### config.mk
export PLATFORM = sky130hd
export DESIGN_NAME = ball_motion_sched
export DESIGN_NICKNAME = d
export VERILOG_FILES = /design/src/rtl/ball_motion_sched.sv
export SDC_FILE = /design/constraint.sdc
export NUM_CORES = 1
export LEC_CHECK = 0
export ABC_AREA = 0
export BUFFER_PORTS_ARGS = -buffer_cell sky130_fd_sc_hd__buf_2
export CORE_ASPECT_RATIO = 0.6
export CORE_MARGIN = 2
export CORE_UTILIZATION = 58
export CTS_CLUSTER_DIAMETER = 150
export CTS_CLUSTER_SIZE = 12
export DETAILED_ROUTE_END_ITERATION = 8
export PLACE_DENSITY_LB_ADDON = 0.08
export SYNTH_ARGS = -nofsm -noshare
export SYNTH_HDL_FRONTEND = slang
export SYNTH_SLANG_ARGS = --single-unit
### constraint.sdc
create_clock -name clk -period 5.1 [get_ports clk]
set_input_delay 1.02 -clock clk [delete_from_list [all_inputs] [get_ports clk]]
set_output_delay 1.02 -clock clk [all_outputs]
set_load 0.02 [all_outputs]
### src/rtl/ball_motion_sched.sv
// Frame-synchronous scheduler that steps each ball through one shared
// bounce/step datapath, two cycles per ball, once every FRAME_DIV accepted ticks.
module ball_motion_sched #(
  parameter int NUM_BALLS = 4,
  parameter int X_MIN     = 30,
  parameter int X_MAX     = 610,
  parameter int Y_MIN     = 30,
  parameter int Y_MAX     = 450,
  parameter int STEP      = 1,
  parameter int FRAME_DIV = 1
) (
  input  logic                     clk,
  input  logic                     rst,
  input  logic                     frame_start,
  input  logic                     run,
  output logic [10*NUM_BALLS-1:0]  obj_x,
  output logic [10*NUM_BALLS-1:0]  obj_y,
  output logic [2*NUM_BALLS-1:0]   color_idx,
  output logic                     busy,
  output logic                     update_done,
  output logic                     overrun
);

  localparam logic [1:0] IDX_LAST = 2'(NUM_BALLS - 1);
  localparam logic [7:0] DIV_LAST = 8'(FRAME_DIV - 1);

  typedef enum logic [1:0] {IDLE, CALC, WRITE, DONE} state_t;

  state_t     state_reg, state_next;
  logic [7:0] div_reg;
  logic [1:0] idx_reg;
  logic       overrun_reg;
  logic       accept, trigger;

  logic [9:0] x_reg   [NUM_BALLS];
  logic [9:0] y_reg   [NUM_BALLS];
  logic [1:0] dir_reg [NUM_BALLS];
  logic [1:0] col_reg [NUM_BALLS];

  logic [9:0] hold_x_reg, hold_y_reg;
  logic [1:0] hold_dir_reg;
  logic       hold_flip_reg;

  logic [9:0] cur_x, cur_y, nxt_x, nxt_y;
  logic [1:0] cur_dir, nxt_dir;
  logic       minus_x, plus_y, flip_x, flip_y, nminus_x, nplus_y;

  assign accept  = frame_start && run && (state_reg == IDLE);
  assign trigger = accept && (div_reg == DIV_LAST);

  always_ff @(posedge clk or negedge rst) begin
    if (!rst) state_reg <= IDLE;
    else      state_reg <= state_next;
  end

  always_comb begin
    state_next = state_reg;
    case (state_reg)
      IDLE:    if (trigger) state_next = CALC;
      CALC:    state_next = WRITE;
      WRITE:   state_next = (idx_reg == IDX_LAST) ? DONE : CALC;
      DONE:    state_next = IDLE;
      default: state_next = IDLE;
    endcase
  end

  always_comb begin
    busy        = (state_reg != IDLE);
    update_done = (state_reg == DONE);
  end

  assign overrun = overrun_reg;

  // Read mux for the ball currently being processed.
  always_comb begin
    cur_x   = '0;
    cur_y   = '0;
    cur_dir = '0;
    for (int i = 0; i < NUM_BALLS; i++) begin
      if (idx_reg == 2'(i)) begin
        cur_x   = x_reg[i];
        cur_y   = y_reg[i];
        cur_dir = dir_reg[i];
      end
    end
  end

  // Bit1 of dir selects -x; bit0^bit1 selects +y. Axes reflect independently.
  always_comb begin
    minus_x  = cur_dir[1];
    plus_y   = cur_dir[0] ^ cur_dir[1];
    flip_x   = minus_x ? (cur_x <= 10'(X_MIN)) : (cur_x >= 10'(X_MAX));
    flip_y   = plus_y  ? (cur_y >= 10'(Y_MAX)) : (cur_y <= 10'(Y_MIN));
    nminus_x = minus_x ^ flip_x;
    nplus_y  = plus_y ^ flip_y;
    nxt_dir  = {nminus_x, nplus_y ^ nminus_x};
    nxt_x    = nminus_x ? (cur_x - 10'(STEP)) : (cur_x + 10'(STEP));
    nxt_y    = nplus_y  ? (cur_y + 10'(STEP)) : (cur_y - 10'(STEP));
  end

  always_ff @(posedge clk or negedge rst) begin
    if (!rst) begin
      div_reg       <= '0;
      idx_reg       <= '0;
      overrun_reg   <= 1'b0;
      hold_x_reg    <= '0;
      hold_y_reg    <= '0;
      hold_dir_reg  <= '0;
      hold_flip_reg <= 1'b0;
    end else begin
      if (accept) div_reg <= trigger ? 8'd0 : div_reg + 8'd1;
      if (frame_start && (state_reg != IDLE)) overrun_reg <= 1'b1;
      if (state_reg == IDLE && trigger) idx_reg <= '0;
      else if (state_reg == WRITE && idx_reg != IDX_LAST) idx_reg <= idx_reg + 2'd1;
      if (state_reg == CALC) begin
        hold_x_reg    <= nxt_x;
        hold_y_reg    <= nxt_y;
        hold_dir_reg  <= nxt_dir;
        hold_flip_reg <= flip_x | flip_y;
      end
    end
  end

  always_ff @(posedge clk or negedge rst) begin
    if (!rst) begin
      for (int i = 0; i < NUM_BALLS; i++) begin
        x_reg[i]   <= 10'(150 + 100 * i);
        y_reg[i]   <= 10'(400 - 80 * i);
        dir_reg[i] <= 2'(i);
        col_reg[i] <= 2'(i);
      end
    end else begin
      for (int i = 0; i < NUM_BALLS; i++) begin
        if (state_reg == WRITE && idx_reg == 2'(i)) begin
          x_reg[i]   <= hold_x_reg;
          y_reg[i]   <= hold_y_reg;
          dir_reg[i] <= hold_dir_reg;
          col_reg[i] <= col_reg[i] + {1'b0, hold_flip_reg};
        end
      end
    end
  end

  generate
    for (genvar gi = 0; gi < NUM_BALLS; gi++) begin : g_pack
      assign obj_x[10*gi +: 10]    = x_reg[gi];
      assign obj_y[10*gi +: 10]    = y_reg[gi];
      assign color_idx[2*gi +: 2]  = col_reg[gi];
    end
  endgenerate

endmodule

# Word level (Yosys, flattened, before mapping)
# Index checks and enable logic that the tools add are counted.
[word_totals] regBits=132 output_inout_bits=91 in_bits=4
[op_classes] n_mux=22 n_reduce_logical=15 eq_ne=8 n_lt_le_gt_ge=4 n_bitwise=5 addsub=10
[ops] cell="$mux W10" n=10
[ops] cell="$add A10 B1 Y10 const B" n=2
[ops] cell="$le A10 B5 Y1 const B" n=2
[ops] cell="$sub A10 B1 Y10 const B" n=2
[ops] cell="$mux W2" n=8
[ops] cell="$ge A10 B10 Y1 const B" n=1
[ops] cell="$ge A10 B9 Y1 const B" n=1
[ops] cell="$logic_and A1 B1 Y1" n=10
[ops] cell="$add A2 B1 Y2" n=4
[ops] cell="$add A8 B1 Y8 const B" n=1
[ops] cell="$eq A2 B2 Y1 const B" n=4
[ops] cell="$logic_not A8 Y1" n=1
[ops] cell="$mux W8" n=1
[ops] cell="$pmux W2 S4" n=1
[ops] cell="$eq A2 B1 Y1 const B" n=2
[ops] cell="$logic_not A2 Y1" n=2
[ops] cell="$ne A2 B2 Y1 const B" n=2
[ops] cell="$reduce_bool A2 Y1" n=2
[ops] cell="$xor A1 B1 Y1" n=4
[ops] cell="$add A2 B1 Y2 const B" n=1
[ops] cell="$mux W1" n=2
[ops] cell="$or A1 B1 Y1" n=1

# Depth between registers and ports, before layout
# Gate-level depths: netlist (run 1).
[depth] word_depth=9 mapped_depth=19

# Least setup slack after synthesis (run 1)
# OpenSTA, ideal clock, no wires.
[synth_path] path_kind="reg-to-reg" from="register idx_reg[1]" to="register hold_x_reg[9]" setup_time_ns=0.069 required_ns=5.031 t_arrival_ns=4.031 slack_ns=1.000 path_stages_with_launch=17 cell_sequence="dfrtp_1 -> inv_1 -> ha_1 -> buf_2 -> buf_1 -> nand2_1 -> o211ai_1 -> o221ai_1 -> a2111oi_0 -> nor3_1 -> nor2_1 -> ha_1 -> a2111oi_0 -> o31ai_1 -> o31a_1 -> a211o_1 -> nand3_1"
[synth_between] elab_chain_cells=9 elab_cells_between_ends=19 cone_classes="add/sub (2); order compare (2); eq/ne (3); mux (10); bitwise (1); reduce/logical (1)"
[synth_lines] item="start: declaration" line="31" text="logic [1:0] idx_reg;"
[synth_lines] item="start signal: assignment" line="114" text="else if (state_reg == WRITE && idx_reg != IDX_LAST) idx_reg <= idx_reg + 2'd1;"
[synth_lines] item="$logic_not A2 Y1" line="80" text="if (idx_reg == 2'(i)) begin"
[synth_lines] item="$mux W10 (4 in a row)" line="80"
[synth_lines] item="$ge A10 B10 Y1 / $le A10 B5 Y1 (equally long branches)" line="92" text="flip_x = minus_x ? (cur_x <= 10'(X_MIN)) : (cur_x >= 10'(X_MAX));"
[synth_lines] item="$mux W1" line="92"
[synth_lines] item="$xor A1 B1 Y1 (*)" line="94" text="nminus_x = minus_x ^ flip_x;"
[synth_lines] item="net nminus_x" line="46" text="logic minus_x, plus_y, flip_x, flip_y, nminus_x, nplus_y;"
[synth_lines] item="$mux W10 (*)" line="97" text="nxt_x = nminus_x ? (cur_x - 10'(STEP)) : (cur_x + 10'(STEP));"
[synth_lines] item="end signal: assignment" line="116" text="hold_x_reg <= nxt_x;"
[synth_lines] item="end: declaration" line="40" text="logic [9:0] hold_x_reg, hold_y_reg;"
# Mark *: on every way through the listed nets, which the timed path passes. The rest lies on a longest branch.
# A chain may end at the register's enable or synchronous reset.

# Final worst setup path (run 1)
[layout_path] from="register idx_reg[1]" to="register hold_y_reg[8]"
[layout_between] elab_chain_cells=9 elab_cells_between_ends=20 cone_classes="add/sub (2); order compare (2); eq/ne (3); mux (10); bitwise (2); reduce/logical (1)"
[layout_lines] item="$logic_not A2 Y1" line="80"
[layout_lines] item="$mux W10 / $mux W2 (equally long branches) (4 in a row)" line="80"
[layout_lines] item="$le A10 B5 Y1, or another cell as far along" line="93" text="flip_y = plus_y ? (cur_y >= 10'(Y_MAX)) : (cur_y <= 10'(Y_MIN));"
[layout_lines] item="$mux W1" line="93"
[layout_lines] item="$xor A1 B1 Y1" line="95" text="nplus_y = plus_y ^ flip_y;"
[layout_lines] item="$mux W10 (*)" line="98" text="nxt_y = nplus_y ? (cur_y + 10'(STEP)) : (cur_y - 10'(STEP));"
[layout_lines] item="end signal: assignment" line="117" text="hold_y_reg <= nxt_y;"
[layout_lines] item="end: declaration" line="40"
# Every way passes the cells marked *; elsewhere a longest branch is shown, timed or not.

==> run_results.csv, run 1 <==
group,metric,value,unit
critical_path,cp_slowest_stage_delay,0.61,ns
timing,slew_headroom,43.5,%
synthesis,syn_inst,589,
floorplanning,die_h,87.7,µm
global_route,use_met2,41.5,%
synthesis,synth_top_area_cell,"dfrtp_1",
critical_path,crit_top_cell,"a21o_1",
critical_path,ff2ff_setup_slack,0.34,ns
synthesis,synth-main-ff-cell,"dfrtp_1",
drt,first_iter_violations,405,
place,port_buffers,94,
timing,tns,0,ns
timing,period_share,93.3,%
global_route,grt_max_degree,49,
place,gp_congestion,0.940,
global_route,met3_usage,5.90,%
hold_path,hp-class,"flop to flop",
clocking,htree_levels,4,
global_route,grt.total_usage,29.1,%
critical_path,crit_family,"simple AND/OR/NAND/NOR gates",
critical_path,critPathCaptureType,"flop",
timing,skew,0.0102,ns
critical_path,crit_buf_inv,2,
timing,drv_slew,0,
synthesis,synth.top_cell.area_share,34.3,%
critical_path,worstSetupPathDepth,17,
drt,drc,0,
floorplanning,start_util,59.8,%
timing,report.final.setup_viol,0,
critical_path,start_kind,"flop",
critical_path,slowest_stage,"or4b_2",
synthesis,synth_edf_count,0,
floorplanning,die_area,0.0126,mm²
finish,area_growth,18.7,%
clocking,cts_sinks,132,
synthesis,yosysSeqAreaShare,49.4,%
synthesis,ys_top_cells_by_area,"dfrtp_1 (34%), mux2_2 (15%), dfstp_2 (15%), ha_1 (4.8%), nand2_1 (2.9%)",
synthesis,ys_ff_latch,132,
global_route,grt_pass1_wl,27700,µm
global_route,grt_pass1_vias,5101,
global_route,gr-total-overflow,0,
clocking,clk_path_buf_depth,2,
drt,drt_first_pass_iters,5,
synthesis,synthesis.nets,621,
status,status,"finished clean",
synthesis,synth_area,0.00678,mm²
clocking,cts_inserted_buffers,17,
floorplanning,die_x,144,µm
critical_path,worstSetupPathType,"flop to flop",
critical_path,worst-endpoint-required,5.44,ns
critical_path,reg2regPathDepth,17,
global_route,antenna_found_initial,0,
drt,vias,5270,
clocking,clkLatencyLatePin,0.42,ns
finish,mostFrequentLayoutCells,"dfrtp_1 (93), buf_2 (93), mux2_2 (92)",
global_route,grtUsageMet1,44.8,%
finish,fillers,870,
drt,routedWlPerCell,20.0,µm
drt,vias_per_cell,6.08,
drt,wl,17300,µm
timing,period_needed,4.76,ns
finish,antennaDiodeCount,0,
finish,nets,726,
timing,worst_pin_slew,0.845,ns
timing,rsz0062_at_grt,"no",
global_route,gr-max-usage-layer,"met1",
flow_run,maxCapViolCount,0,
hold_path,worstHoldPathCells,1,
critical_path,crit_chain,"inv_1 -> ha_1 -> nor2b_1 -> buf_4 -> a221oi_2 -> o22ai_1 -> or4_1 -> o21ba_1 -> or2_1 -> ha_1 -> a21o_1 -> a21o_1 -> a21o_1 -> a21o_1 -> a21oi_1 -> or4b_2 -> nand3_1",
place,place_hpwl,12000,µm
floorplanning,io_pins,95,
synthesis,synth_cell_types,59,
synthesis,syn_area_per_cell,11.5,µm²
timing,final_hold_viol_count,0,
floorplanning,core,0.0113,mm²
finish,drive_gt1_share,41.2,%
drt,ant_nets,0,
clocking,root_buffer,"clkbuf_16",
timing,fmax,210,MHz
critical_path,worstPathArrival,5.10,ns
clocking,clk_pin_slew,0.06,ns
floorplanning,rows,30,
synthesis,synth_warnings,0,
finish,utilization,71.0,%
clocking,cts_tree,"done",
synthesis,async_flop_share,100,%
critical_path,critPathMaxFanout,12,
[final cells by class]
type                       count  area (µm²)  share of cell area, %
tap                          160         200                   2.49
clock inverter                13         124                   1.54
timing repair buffer         115         631                   7.83
multi-input combinational    420        3270                   40.6
clock buffer                  19         443                   5.50
inverter                       8        30.0                  0.373
sequential                   132        3350                   41.6
[logic make-up after synthesis]
group,after synthesis,synth area share (%)
buffers and inverters,37,2.49
DFF,132,49.4
xor gates and xnor gates,21,2.71
AOI/OAI and AO/OA,118,12.5
and+or+nand+nor,161,12.2
muxes,92,15.3
adders and majority gates,28,5.39
[final timing paths]
| path | startpoint | endpoint |
|---|---|---|
| setup / recovery | idx_reg[1]$_DFFE_PN0P_ | hold_y_reg[8]$_DFFE_PN0N_ |
| hold / removal | overrun$_DFFE_PN0P_ | overrun$_DFFE_PN0P_ |
| setup reg to reg | idx_reg[1]$_DFFE_PN0P_ | hold_y_reg[8]$_DFFE_PN0N_ |
| hold reg to reg | overrun$_DFFE_PN0P_ | overrun$_DFFE_PN0P_ |
| max in group asynchronous | rst | obj_x[0]$_DFFE_PN0P_ |
| min in group asynchronous | rst | obj_x[25]$_DFFE_PN0P_ |
[metal layers]
layer | vias to the layer above | share of wire (%)
met3 | 24 | 7.0
met4 | 0 | 1.4
met5 | - | 0
met1 | 2660 | 50
met2 | 196 | 42
li1 | 2390 | -
[synth_stat cells (all sizes together) (3+ instances only)]
cell	instances
nand3	15
dfrtp	93
nor2b	8
a211oi	5
inv	8
a2111oi	3
o211ai	8
o22ai	14
buf	18
a221oi	12
nand3b	3
o21ai	26
dfstp	39
o21a	4
xor2	5
a21oi	7
nand2	52
a311oi	3
nor3b	8
nor4	3
a22oi	3
o22a	4
nand2b	5
or2	5
mux2	92
or4	3
nor3	5
xnor2	16
and2	7
ha	26
a21o	14
clkbuf	11
and3	5
a31oi	3
nand4	4
nor2	28
o31ai	4
[through the flow]
| step | instance area, µm² | setup slack [ns] | std cells | hold slack [ns] |
|---|---|---|---|---|
| 2_1_floorplan | 6780 | 1.00 | 589 | 0.447 |
| 3_3_place_gp | 7470 | 0.531 | 835 | 0.436 |
| 3_5_place_dp | 7470 | 0.346 | 835 | 0.452 |
| 4_1_cts | 8040 | 0.267 | 867 | 0.465 |
| 5_1_grt | 8050 | 0.0467 | 867 | 0.498 |
| 6_report | 8050 | 0.344 | 867 | 0.460 |
[repair_timing]
action / 4_1_cts / 5_1_grt
endpoints found under the setup margin: 0 / 5
resized for setup: 0 / 4
buffers inserted: 0 / 0
hold buffers: 0 / 0
Power of run 1 is left out: the tool's default activity adds up to more than one toggle a clock period on the data nets, which glitch-free logic cannot reach.
==> run 2: changes to the inputs <==
Settings changed: CORE_UTILIZATION 58 to 60.
Clock period 5.1 ns to 5.7 ns, I/O delays scaled along.
==> run_results.csv, run 2 (synthesis results as in run 1) <==
group,metric,value,unit
status,status,"finished clean",
critical_path,critPathMaxFanout,16,
clocking,cts_tree,"done",
floorplanning,die_h,86.3,µm
place,gp_congestion,0.995,
critical_path,worst-endpoint-required,6.05,ns
clocking,clkLatencyLatePin,0.42,ns
place,placed_area,0.00740,mm²
timing,drv_slew,0,
clocking,cts_hold_buf,0,
clocking,cts_inserted_buffers,17,
finish,nets,719,
timing,period_needed,5.12,ns
critical_path,worstPathArrival,5.47,ns
flow_run,maxCapViolCount,0,
finish,area_growth,18.4,%
global_route,gr-total-overflow,0,
floorplanning,rows,30,
global_route,antenna_found_initial,0,
drt,first_iter_violations,368,
global_route,grt_pass1_vias,5183,
critical_path,r2r_end,"hold_y_reg[9]$_DFFE_PN0N_",
critical_path,endpoint,"hold_y_reg[9]$_DFFE_PN0N_",
drt,vias,5257,
critical_path,crit_chain,"inv_1 -> ha_1 -> nand2b_2 -> o22ai_1 -> a311oi_1 -> a211oi_1 -> nor3b_1 -> or2_1 -> ha_1 -> a2111oi_0 -> o31ai_1 -> o31ai_1 -> o2111ai_1 -> nand3_1",
timing,fmax,195,MHz
critical_path,startpoint,"idx_reg[0]$_DFFE_PN0P_",
critical_path,slowest_stage,"a2111oi_0",
global_route,grt.total_usage,30.5,%
clocking,htree_levels,4,
critical_path,start_kind,"flop",
finish,antennaDiodeCount,0,
critical_path,ff2ff_setup_slack,0.58,ns
timing,final_hold_viol_count,0,
place,place_hpwl,12100,µm
drt,routedWlPerCell,21.0,µm
critical_path,reg2regPathDepth,14,
clocking,root_buffer,"clkbuf_16",
critical_path,worstSetupPathDepth,14,
floorplanning,die_x,141,µm
timing,skew,0.00761,ns
drt,drc,0,
clocking,cts_resized,0,
finish,final_cell_area,0.00803,mm²
timing,tns,0,ns
global_route,grt_max_degree,59,
critical_path,worstSetupPathType,"flop to flop",
drt,vias_per_cell,6.23,
global_route,grt_pass1_wl,28400,µm
finish,drive_gt1_share,40.3,%
critical_path,cp_slowest_stage_delay,0.62,ns
hold_path,hp-class,"flop to flop",
critical_path,critPathCaptureType,"flop",
critical_path,rr_startpoint,"idx_reg[0]$_DFFE_PN0P_",
critical_path,crit_buf_inv,1,
clocking,clk_pin_slew,0.06,ns
drt,drt_first_pass_iters,5,
clocking,clk_path_buf_depth,2,
clocking,cts_sinks,132,
timing,period_share,89.8,%
timing,worst_pin_slew,0.942,ns
timing,rsz0062_at_grt,"no",
timing,slew_headroom,37.1,%
timing,report.final.setup_viol,0,
drt,ant_nets,0,
drt,wl,17800,µm
critical_path,crit_family,"compound AO/OA/AOI/OAI gates",
floorplanning,core,0.0111,mm²
finish,mostFrequentLayoutCells,"dfrtp_1 (93), buf_2 (93), mux2_2 (92)",
floorplanning,io_pins,95,
place,port_buffers,94,
clocking,cts_setup_buffers,0,
floorplanning,die_area,0.0122,mm²
floorplanning,start_util,60.8,%
-- run 2: changes by cell type in the layout (fill, tap and decap cells not counted), sizes merged --
cell and change:
buf -7, clkinv +4, clkinvlp -4, bufinv +3
inv -3
-- run 2: final cells by class --
cell class,instances,area [µm²]
Timing Repair Buffer,108,578
Clock buffer,19,443
Inverter,8,30.0
Fill cell,805,3120
Sequential cell,132,3350
Clock inverter,13,181
Multi-Input combinational cell,420,3260
Tap cell,144,180
-- run 2: worst min path at each step --
stage / from / to / slack, ns / depth (start not counted)
2_1_floorplan: div_reg[7]$_DFFE_PN0P_ / div_reg[7]$_DFFE_PN0P_ / 0.45 / 1
3_3_place_gp: overrun$_DFFE_PN0P_ / overrun$_DFFE_PN0P_ / 0.44 / 1
3_5_place_dp: color_idx[3]$_DFFE_PN0P_ / color_idx[3]$_DFFE_PN0P_ / 0.46 / 1
4_1_cts: color_idx[1]$_DFFE_PN0P_ / color_idx[1]$_DFFE_PN0P_ / 0.48 / 1
5_1_grt: color_idx[5]$_DFFE_PN1P_ / color_idx[5]$_DFFE_PN1P_ / 0.50 / 1
6_report: overrun$_DFFE_PN0P_ / overrun$_DFFE_PN0P_ / 0.47 / 1
-- run 2: routing by layer --
metal / up-vias / share of wire [%] / global-route usage [%]
met1: 2597 / 48 / 46.1
met5: - / 0 / 0
met2: 247 / 42 / 43.6
li1: 2376 / - / -
met3: 37 / 8.6 / 8.18
met4: 0 / 1.8 / 8.27
-- run 2: stage by stage --
stage                     hold slack (ns)  utilization (%)  setup WS [ns]  instances
after floorplan                     0.447                -           1.60        589
after global placement              0.438             66.4          0.989        812
after detailed placement            0.458             66.4          0.673        812
after CTS                           0.475             72.0          0.464        844
after global routing                0.503             72.0         0.0410        844
final                               0.466             72.0          0.584        844
Power of run 2 is left out for the same reason.
